## src/rtl/pe_nic_driver.sv

```systemverilog
// pe_nic_driver
//   PE-side engine that drives one NIC's CPU register interface. It builds a
//   64-bit packet header from its own mesh position, polls the NIC output
//   status and writes the packet into the NIC output buffer. It also polls
//   the NIC input status, drains received packets and offers them on a
//   valid/ready port. TX and RX sequences are interleaved fairly.
//
// Ports
//   clk, reset                 clock (rising edge), async active-low reset
//   tx_valid/tx_ready          send request handshake
//   tx_dest_x/tx_dest_y        destination column/row
//   tx_payload                 32-bit payload
//   rx_valid/rx_ready/rx_data  received packet handshake and data
//   nic_addr, nic_d_in         NIC register address and write data
//   nic_d_out                  NIC read data, valid the cycle after a read
//   nic_en, nic_en_wr          NIC access strobe, 1 = write
//   tx_count, rx_count         wrapping packet counters
//
// State table
//   state     | meaning
//   S_IDLE    | choose TX or RX work, alternate when both are eligible
//   S_TX_POLL | read output status (2'b11)
//   S_TX_CHK  | output status on nic_d_out; full -> back off, else write
//   S_TX_WR   | write held packet to output buffer (2'b10)
//   S_RX_POLL | read input status (2'b01)
//   S_RX_CHK  | input status on nic_d_out; empty -> back off, else read
//   S_RX_RD   | read input buffer (2'b00)
//   S_RX_CAP  | capture nic_d_out into the rx holding register
module pe_nic_driver #(
  parameter int PACKET_WIDTH = 64,
  parameter int MY_X         = 0,
  parameter int MY_Y         = 0
) (
  input  logic                    clk,
  input  logic                    reset,
  input  logic                    tx_valid,
  output logic                    tx_ready,
  input  logic [1:0]              tx_dest_x,
  input  logic [1:0]              tx_dest_y,
  input  logic [31:0]             tx_payload,
  output logic                    rx_valid,
  input  logic                    rx_ready,
  output logic [PACKET_WIDTH-1:0] rx_data,
  output logic [1:0]              nic_addr,
  output logic [PACKET_WIDTH-1:0] nic_d_in,
  input  logic [PACKET_WIDTH-1:0] nic_d_out,
  output logic                    nic_en,
  output logic                    nic_en_wr,
  output logic [15:0]             tx_count,
  output logic [15:0]             rx_count
);

  localparam logic [1:0] ADDR_IN_BUF  = 2'b00;
  localparam logic [1:0] ADDR_IN_STAT = 2'b01;
  localparam logic [1:0] ADDR_OUT_BUF = 2'b10;
  localparam logic [1:0] ADDR_OUT_STAT = 2'b11;

  localparam logic [1:0] POS_X = 2'(MY_X);
  localparam logic [1:0] POS_Y = 2'(MY_Y);

  typedef enum logic [2:0] {
    S_IDLE,
    S_TX_POLL,
    S_TX_CHK,
    S_TX_WR,
    S_RX_POLL,
    S_RX_CHK,
    S_RX_RD,
    S_RX_CAP
  } state_t;

  state_t state, state_nxt;

  logic                    tx_pending;
  logic                    rx_full;
  logic                    last_srv_tx;   // 1: TX served last, 0: RX served last
  logic [PACKET_WIDTH-1:0] tx_hold;
  logic                    tx_accept;

  logic        hdr_dx, hdr_dy;
  logic [1:0]  hdr_hx, hdr_hy;
  logic [63:0] tx_header;

  // Header fields from the request and this node's position.
  always_comb begin
    hdr_dx    = (tx_dest_x < POS_X);
    hdr_dy    = (tx_dest_y < POS_Y);
    hdr_hx    = hdr_dx ? (POS_X - tx_dest_x) : (tx_dest_x - POS_X);
    hdr_hy    = hdr_dy ? (POS_Y - tx_dest_y) : (tx_dest_y - POS_Y);
    tx_header = {1'b0, hdr_dx, hdr_dy, 5'd0,
                 2'd0, hdr_hx, 2'd0, hdr_hy,
                 2'd0, POS_X, 2'd0, POS_Y,
                 8'd0, tx_payload};
  end

  // Ready depends only on registered state, never on tx_valid.
  assign tx_ready  = ~tx_pending;
  assign tx_accept = tx_valid & ~tx_pending;
  assign rx_valid  = rx_full;

  // State register
  always_ff @(posedge clk or negedge reset) begin
    if (!reset) state <= S_IDLE;
    else        state <= state_nxt;
  end

  // Next-state logic
  always_comb begin
    state_nxt = state;
    case (state)
      S_IDLE: begin
        if (tx_pending && (rx_full || !last_srv_tx)) state_nxt = S_TX_POLL;
        else if (!rx_full)                           state_nxt = S_RX_POLL;
        else                                         state_nxt = S_IDLE;
      end
      S_TX_POLL: state_nxt = S_TX_CHK;
      S_TX_CHK:  state_nxt = nic_d_out[0] ? S_IDLE : S_TX_WR;
      S_TX_WR:   state_nxt = S_IDLE;
      S_RX_POLL: state_nxt = S_RX_CHK;
      S_RX_CHK:  state_nxt = nic_d_out[0] ? S_RX_RD : S_IDLE;
      S_RX_RD:   state_nxt = S_RX_CAP;
      S_RX_CAP:  state_nxt = S_IDLE;
      default:   state_nxt = S_IDLE;
    endcase
  end

  // NIC bus outputs; address and data are forced to zero when not strobed.
  always_comb begin
    nic_en    = 1'b0;
    nic_en_wr = 1'b0;
    nic_addr  = 2'b00;
    nic_d_in  = '0;
    case (state)
      S_TX_POLL: begin
        nic_en   = 1'b1;
        nic_addr = ADDR_OUT_STAT;
      end
      S_TX_WR: begin
        nic_en    = 1'b1;
        nic_en_wr = 1'b1;
        nic_addr  = ADDR_OUT_BUF;
        nic_d_in  = tx_hold;
      end
      S_RX_POLL: begin
        nic_en   = 1'b1;
        nic_addr = ADDR_IN_STAT;
      end
      S_RX_RD: begin
        nic_en   = 1'b1;
        nic_addr = ADDR_IN_BUF;
      end
      default: ;
    endcase
  end

  // Holding registers, fairness flag and counters.
  always_ff @(posedge clk or negedge reset) begin
    if (!reset) begin
      tx_pending  <= 1'b0;
      tx_hold     <= '0;
      rx_full     <= 1'b0;
      rx_data     <= '0;
      last_srv_tx <= 1'b0;
      tx_count    <= 16'd0;
      rx_count    <= 16'd0;
    end else begin
      if (tx_accept) begin
        tx_pending <= 1'b1;
        tx_hold    <= tx_header;
      end
      if (rx_full && rx_ready) rx_full <= 1'b0;
      case (state)
        S_TX_CHK: if (nic_d_out[0]) last_srv_tx <= 1'b1;
        S_TX_WR: begin
          tx_pending  <= 1'b0;
          tx_count    <= tx_count + 16'd1;
          last_srv_tx <= 1'b1;
        end
        S_RX_CHK: if (!nic_d_out[0]) last_srv_tx <= 1'b0;
        S_RX_CAP: begin
          rx_data     <= nic_d_out;
          rx_full     <= 1'b1;
          rx_count    <= rx_count + 16'd1;
          last_srv_tx <= 1'b0;
        end
        default: ;
      endcase
    end
  end

endmodule

```

## config.mk

```make
export PLATFORM = sky130hd
export DESIGN_NAME = pe_nic_driver
export DESIGN_NICKNAME = d
export VERILOG_FILES = /design/src/rtl/pe_nic_driver.sv
export SDC_FILE = /design/constraint.sdc
export NUM_CORES = 1
export LEC_CHECK = 0
export CAP_MARGIN = 25
export CORE_ASPECT_RATIO = 1.4
export CORE_MARGIN = 1.5
export CORE_UTILIZATION = 35
export CTS_BUF_LIST = sky130_fd_sc_hd__clkbuf_4 sky130_fd_sc_hd__clkbuf_8
export DETAILED_ROUTE_END_ITERATION = 6
export GPL_ROUTABILITY_DRIVEN = 0
export GPL_TIMING_DRIVEN = 0
export PLACE_DENSITY = 0.68
export SLEW_MARGIN = 20
export SYNTH_ARGS = -nofsm -noshare
export SYNTH_HDL_FRONTEND = slang
export SYNTH_SLANG_ARGS = --single-unit
```

## constraint.sdc

```tcl
create_clock -name clk -period 1.7 [get_ports clk]
set_clock_uncertainty 0.05 [all_clocks]
set_input_delay 0.34 -clock clk [delete_from_list [all_inputs] [get_ports clk]]
set_output_delay 0.34 -clock clk [all_outputs]
set_load 0.05 [all_outputs]
```

==> results by group, run 1 <==
Worst hold path
  • Endpoint, Worst Hold: rx_data[50]$_DFFE_PN0P_
  • Hold wc startpoint: nic_d_out[50]
  • Hold Path Depth: 3
  • Worst min path class: in -> reg

Setup path
  • Largest fanout on the critical path: 10
  • Reg2reg setup slack: -0.27 ns
  • WP data arrival: approximately 1.8 ns
  • Reg2reg path depth: 9
  • Element type at the critical path start: flip-flop
  • Reg2reg end: tx_count[8]$_DFFE_PN0N_
  • Critical path required time: roughly 1.3 ns
  • Crit Path Category: reg -> out
  • Reg2Reg Launch Point: state[2]$_DFF_PN0_
  • Setup crit end kind: primary output

Layout
  • Fillers: 1426
  • Fin area: 10010 µm²
  • NumNets Final: 991
  • Fraction of layout cells with a size suffix above 1: 38.98%
  • # diodes: 0
  • Area delta synth->final: 68.34%

Route
  • WL final: 16150 µm
  • ANT nets after route: 0
  • Post-route DRC: 0
  • Vias per cell: between 4 and 5
  • Detailed-route via count: 4903
  • Drt first-iter violations: 113
  • 1st-pass router iterations: 4
  • WL/cell: about 15 µm

Placement
  • Setup slack after placement: -0.9667 ns
  • Post-detail-place hpwl: 11410 µm
  • I/O Buffers: 241
  • Area post-placement: 8838 µm²

Power and ir drop
  • Pwr Density: around 1800 nW/µm²
  • Leakage: 4.965 nW
  • Peak VDD IR: 1.120 mV

Synth
  • Netlist cell types: 33
  • Average size of a mapped cell: 10.33 µm²
  • Syn Inst Count: between 500 and 600
  • Seq/Total Area, Yosys: 58.06%
  • Mapped Area: 5948 µm²
  • Synth Register Bits: around 140
  • Ys Warns: 0

Floorplan
  • Top-Level Pins: 270
  • Core box area: 16680 µm²
  • Die Area: roughly 18000 µm²
  • Chip width: 113.2 µm
  • Row cnt: 56
  • Die height: around 160 µm
  • Initial Util: 35.67%

Clocking
  • CTS Buf Count: 17
  • # H-tree levels: 4
  • Clock slew at reported path FFs: 0.09 ns
  • Skew-Pair Late Insertion Delay: roughly 0.43 ns
  • CTS root buf: clkbuf_8
  • CTS tree: yes
  • Sink Count: 138
  • CTS Buffer Depth: 2

STA
  • Setup ws final: -0.4502 ns
  • RSZ-0062 raised after global routing: true
  • Final cycle utilization of the critical path: 126.5%
  • Slew at the pin closest to its max-slew limit: roughly 0.56 ns
  • Final Max Tran Viols: 0
  • Max Fclk: 0.4651 GHz
  • Minimum clock period: 2.150 ns
  • Final setup violation count: 55
  • Setup TNS: -17.38 ns
  • Worst hold slack: 0.3680 ns
  • Worst-case headroom to the max-slew limit: 62.51%
  • Fin. Hold Viols: 0

Global route
  • GRT Util Overall: between 10% and 20%
  • Largest net degree at the start of global routing: 82
  • Initial antenna violation count: 0
  • First-pass GRT wire length: 25680 µm
  • Vias in the first global route: 5026
  • Total grt overflow: 0

Flow run
  • Max Cap Viol: 0

Run status
  • Outcome: complete, but fails checks
  • Failing checks: setup timing
how the worst max path moves through the flow:
| stage | to | cells past startpoint | from |
|---|---|---|---|
| after floorplan | nic_d_in[0] | 5 | state[2]$_DFF_PN0_ |
| after global routing | nic_d_in[18] | 6 | state[2]$_DFF_PN0_ |
| final | nic_d_in[16] | 6 | state[0]$_DFF_PN0_ |
| after detailed placement | nic_d_in[23] | 6 | state[2]$_DFF_PN0_ |
| after global placement | rx_data[27]$_DFFE_PN0P_ | 1 | reset |
| after CTS | nic_d_in[48] | 6 | state[2]$_DFF_PN0_ |
metrics by stage:
step,std cells,power [mW],util (%)
after floorplan,603,11.43,-
after global placement,1047,14.45,52.81
after detailed placement,1048,14.55,53.00
after CTS,1090,17.76,58.04
after global routing,1101,18.97,60.05
final,1101,17.93,60.05
worst max-delay path, cell delays in order (launching register included):
cell and delay (ns):
dfrtp_1 0.40, buf_6 0.14, and3b_1 0.16, buf_6 0.15
buf_8 0.14, and2_2 0.19, buf_8 0.15
final cells by class:
type,instances,area (µm²),share of cell area (%)
tap,203,254.0,2.537
timing repair buffer,263,2811,28.08
clock inverter,13,193.9,1.937
multi-input combinational,399,2512,25.09
buffer,55,498.0,4.973
sequential,138,3453,34.49
clock buffer,19,249.0,2.487
inverter,11,41.29,0.4123
what timing repair did:
item                                    CTS  global route
setup buffers                             8             9
hold buffers                              1             0
cloned                                    1             2
gates resized for setup                 633           131
pin swaps                                14            32
endpoints found under the setup margin  158           168
hold endpoints to repair                 57             0
per-layer routing:
metal	GRT usage (%)	vias up	wire (µm)
met5	0	-	0
met4	7.321	0	318
met3	6.315	20	1300
met2	32.41	199	8272
met1	20.57	2297	6259
li1	-	2387	-
flip-flops by register name, summed over array words and instances, names as in the netlist:
name / count
rx_valid: 1
tx_count: 16
tx_hold: 36
last_srv_tx: 1
tx_pending: 1
rx_data: 64
rx_count: 16
state: 3
cells by family after synthesis:
group	Yosys count	share of synthesized area [%]
other	1	0.06304
AOI/OAI and AO/OA	13	1.325
and+or+nand+nor	288	22.02
buffers and inverters	66	6.542
DFF	138	58.06
xor gates and xnor gates	31	4.565
adders and majority gates	2	0.4206
muxes	37	7.005
cell usage after synthesis:
library cell | count | area share, %
a2111oi_0 | 1 | 0.15
a211o_1 | 1 | 0.15
a21o_1 | 2 | 0.25
a21oi_1 | 2 | 0.17
a31oi_1 | 1 | 0.11
and2_1 | 36 | 3.8
and3_1 | 7 | 0.74
and3b_1 | 1 | 0.15
and4_1 | 2 | 0.29
buf_1 | 2 | 0.13
buf_2 | 11 | 0.93
buf_4 | 30 | 3.8
buf_6 | 2 | 0.38
clkbuf_1 | 10 | 0.63
conb_1 | 1 | 0.063
dfrtp_1 | 138 | 58
ha_1 | 2 | 0.42
inv_1 | 11 | 0.69
mux2_2 | 37 | 7.0
nand2_1 | 205 | 13
nand2_2 | 1 | 0.11
nand3_1 | 6 | 0.50
nand4_1 | 5 | 0.53
nand4_4 | 2 | 0.72
nor2_1 | 7 | 0.44
nor2b_1 | 3 | 0.32
nor3_1 | 10 | 0.84
nor4_1 | 1 | 0.11
nor4_2 | 1 | 0.21
nor4_4 | 1 | 0.36
o21ai_0 | 6 | 0.50
xnor2_1 | 17 | 2.5
xor2_1 | 14 | 2.1
report_power, final:
group / internal (mW) / leakage, nW / switching, mW
combinational: 3.48 / 3.03 / 6.01
clock: 1.65 / 0.222 / 1.35
sequential: 4.64 / 1.72 / 0.796
layout by cell type (no fill, tap or decap), types with 3 or more instances in the layout:
master           Yosys  routed
and2_4               0      26
buf_4               30      43
xnor2_1             17      15
inv_1               11      11
clkinv_4             0       5
nor2_1               7       4
and3_1               7       5
buf_8                0      43
nor2_4               0       3
o21ai_0              6       6
and2_2               0      10
nand2_1            205     201
bufinv_16            0       4
nand2_2              1       4
nand3_1              6       5
clkdlybuf4s50_1      0     102
buf_2               11      19
clkbuf_2             0      13
clkbuf_8             0      17
nor4_4               1       3
buf_6                2      14
mux2_2              37      37
clkbuf_4             0       6
conb_1               1      28
clkdlybuf4s15_2      0      71
nor3_2               0       3
nand4_1              5       5
clkbuf_16            0       3
dfrtp_1            138     138
xor2_1              14      13
nor3_4               0       7
No activity file was read; power rests on OpenSTA's default activity.
==> run 2, diff against run 1 <==
--- a/config.mk
+++ b/config.mk
@@ -13,6 +13,7 @@
 export DETAILED_ROUTE_END_ITERATION = 6
 export GPL_ROUTABILITY_DRIVEN = 0
 export GPL_TIMING_DRIVEN = 0
+export MAX_ROUTING_LAYER = met4
 export PLACE_DENSITY = 0.68
 export SLEW_MARGIN = 20
 export SYNTH_ARGS = -nofsm -noshare
==> run 2 against run 1 <==
Effect of this change:
- the flow still finishes with violations (setup timing)
- setup slack about the same
- critical path depth unchanged
- sequential power about the same
- combinational power increased by 0.4%
- cell area increased by 0.45%
- maximum frequency about the same
- flip-flop and latch count unchanged
- non-clock buffer count increased by 1
- hold slack improved by 0.0016 ns
- highest routed layer unchanged
==> results by group, run 2 (synthesis gave the netlist of run 1 again) <==
Power and ir drop
  • Clk network pwr share: 16.7%
  • Peak VDD IR: ~1.1 mV
  • P_sw: 8.169 mW
  • Internal power: 9.792 mW
  • Total power: around 18 mW
  • Sw frac: 45.48%
  • Pwr Density: 1786 nW/µm²
  • Seq pwr share: 30.3%
  • Leakage: 4.981 nW
  • Combinational share of power: 53.0%

Setup path
  • Largest fanout on the critical path: 10
  • Critical path required time: 1.31 ns
  • Element type at the critical path start: flip-flop
  • WP data arrival: 1.76 ns
  • Slowest stage delay, CP: ~0.40 ns
  • Reg2reg path depth: 9
  • CP cell instances: buf_6 -> and3b_1 -> buf_6 -> buf_8 -> and2_2 -> buf_8
  • Crit-path slowest cell: dfrtp_1
  • Crit Path Category: reg -> out
  • Setup crit end kind: primary output

Worst hold path
  • Worst min path class: in -> reg
  • Hold Path Depth: 3

Clocking
  • Clock slew at reported path FFs: 0.09 ns
  • Sink Count: approximately 140
  • CTS tree: yes
  • # H-tree levels: 4
  • CTS Buf Count: 17
  • CTS root buf: clkbuf_8
  • CTS Buffer Depth: 2
  • Skew-Pair Late Insertion Delay: 0.43 ns

Floorplan
  • Die Area: 17800 µm²
  • Top-Level Pins: 270
  • Row cnt: 56
  • Die height: 157.3 µm
  • Chip width: 113.2 µm
  • Initial Util: 35.67%
  • Core box area: 16680 µm²

Route
  • Drt first-iter violations: 122
  • Detailed-route via count: 4951
  • 1st-pass router iterations: 4
  • ANT nets after route: 0
  • Post-route DRC: 0
  • WL final: 16310 µm
  • Vias per cell: roughly 4.5
  • WL/cell: 14.80 µm

Layout
  • Largest reg by FF count: rx_data
  • Fraction of layout cells with a size suffix above 1: between 30% and 40%
  • Most common cell after layout, fill and taps aside: nand2_1
  • # diodes: 0
  • Fillers: around 1.4k
  • Largest register FFs: 64
  • Area of the multi-input gates: 2522 µm²
  • Seq. cell area: 3453 µm²
  • Most frequent cells in the layout: nand2_1 (197), dfrtp_1 (138), clkdlybuf4s50_1 (102), clkdlybuf4s15_2 (71), buf_4 (43)
  • Area delta synth->final: 69.10%
  • Top Registers: rx_data: 64 flops, tx_hold: 36 flops
  • Final cell count without fillers: 1102
  • NumNets Final: 992

Global route
  • Total grt overflow: 0
  • First-pass GRT wire length: 25550 µm
  • Initial antenna violation count: 0
  • Vias in the first global route: 5061
  • Largest net degree at the start of global routing: 82
  • GRT Util Overall: a little under a fifth

STA
  • Setup ws final: -0.4501 ns
  • Final setup violation count: between 50 and 60
  • Minimum clock period: around 2.2 ns
  • Slew at the pin closest to its max-slew limit: 0.5579 ns
  • Fin. Hold Viols: 0
  • RSZ-0062 raised after global routing: true
  • Max Fclk: ~0.47 GHz
  • Final Max Tran Viols: 0
  • Worst-case headroom to the max-slew limit: 62.72%
  • Final cycle utilization of the critical path: 126.5%

Placement
  • Post-detail-place hpwl: 11410 µm
  • Setup slack after placement: -0.9667 ns
  • I/O Buffers: ~240
  • Placed Instances: around 1.0k

Run status
  • Failing checks: setup timing
  • Outcome: complete, but fails checks

Flow run
  • Max Cap Viol: 0
-- run 2: cell types whose count changed in the layout (fill, tap and decap cells not counted), sizes merged --
cell    change
clkbuf      +1
-- run 2: worst paths after layout --
check	end	slack (ns)	start
min	rx_data[50]$_DFFE_PN0P_	0.37	nic_d_out[50]
min in group asynchronous	tx_count[14]$_DFFE_PN0N_	0.39	reset
max reg2reg	tx_count[8]$_DFFE_PN0N_	-0.27	state[2]$_DFF_PN0_
min reg2reg	rx_count[15]$_DFFE_PN0P_	0.42	rx_count[15]$_DFFE_PN0P_
max	nic_d_in[16]	-0.45	state[0]$_DFF_PN0_
max in group asynchronous	rx_count[2]$_DFFE_PN0P_	0.45	reset
-- run 2: power groups by stage --
stage | combinational (mW) | clock [mW] | sequential (mW)
global route | 10.1 | 3.23 | 5.65
CTS | 9.24 | 3.08 | 5.44
global placement | 9.02 | 0 | 5.43
detailed placement | 9.09 | 0 | 5.46
floorplan | 3.07 | 0 | 8.36
finish | 9.53 | 2.99 | 5.44
-- run 2: worst max-delay path, delay by kind of cell, from the launching register on --
kind / cells / cell delay (ns)
buffers and inverters: 4 / 0.58
AND/OR/NAND/NOR: 2 / 0.35
flip-flops: 1 / 0.40
-- run 2: repair_timing --
item	4_1_cts	5_1_grt
cloned	1	3
setup endpoints to repair	158	167
resized for setup	633	137
setup buffers	8	9
pin swaps	14	34
endpoints found under the hold margin	57	0
hold buffers	1	0
-- run 2: through the flow --
| stage | util (%) | instance area (µm²) | setup TNS [ns] | hold WS, ns |
|---|---|---|---|---|
| 3_5_place_dp | 53.00 | 8838 | -43.25 | 0.2507 |
| 6_report | 60.32 | 10060 | -17.21 | 0.3696 |
| 2_1_floorplan | - | 6140 | -1.385 | -0.005591 |
| 4_1_cts | 58.04 | 9679 | -17.72 | 0.3402 |
| 5_1_grt | 60.32 | 10060 | -25.40 | 0.3576 |
| 3_3_place_gp | 52.81 | 8806 | -810.93 | 0.4066 |
-- run 2: final cells by class --
type	count	area share (%)
buffer	55	5.050
clock buffer	19	2.475
clock inverter	13	1.928
inverter	11	0.4105
multi-input combinational	399	25.08
sequential	138	34.33
tap	203	2.525
timing repair buffer	264	28.20
-- run 2: metal layers --
| layer | up-vias | part of all wire [%] | track usage, % |
|---|---|---|---|
| met5 | - | 0 | - |
| li1 | 2390 | - | - |
| met3 | 18 | 6.7 | 5.083 |
| met1 | 2344 | 40 | 21.19 |
| met4 | 0 | 1.8 | 7.321 |
| met2 | 199 | 52 | 32.50 |
==> run 3, diff against run 2 <==
--- a/config.mk
+++ b/config.mk
@@ -5,11 +5,13 @@
 export SDC_FILE = /design/constraint.sdc
 export NUM_CORES = 1
 export LEC_CHECK = 0
+export ABC_CLOCK_PERIOD_IN_PS = 1700
 export CAP_MARGIN = 25
 export CORE_ASPECT_RATIO = 1.4
 export CORE_MARGIN = 1.5
 export CORE_UTILIZATION = 35
 export CTS_BUF_LIST = sky130_fd_sc_hd__clkbuf_4 sky130_fd_sc_hd__clkbuf_8
+export CTS_CLUSTER_DIAMETER = 120
 export DETAILED_ROUTE_END_ITERATION = 6
 export GPL_ROUTABILITY_DRIVEN = 0
 export GPL_TIMING_DRIVEN = 0
==> results of run 3 <==
No change in the layout: final DEF, timing and power equal those of run 2.
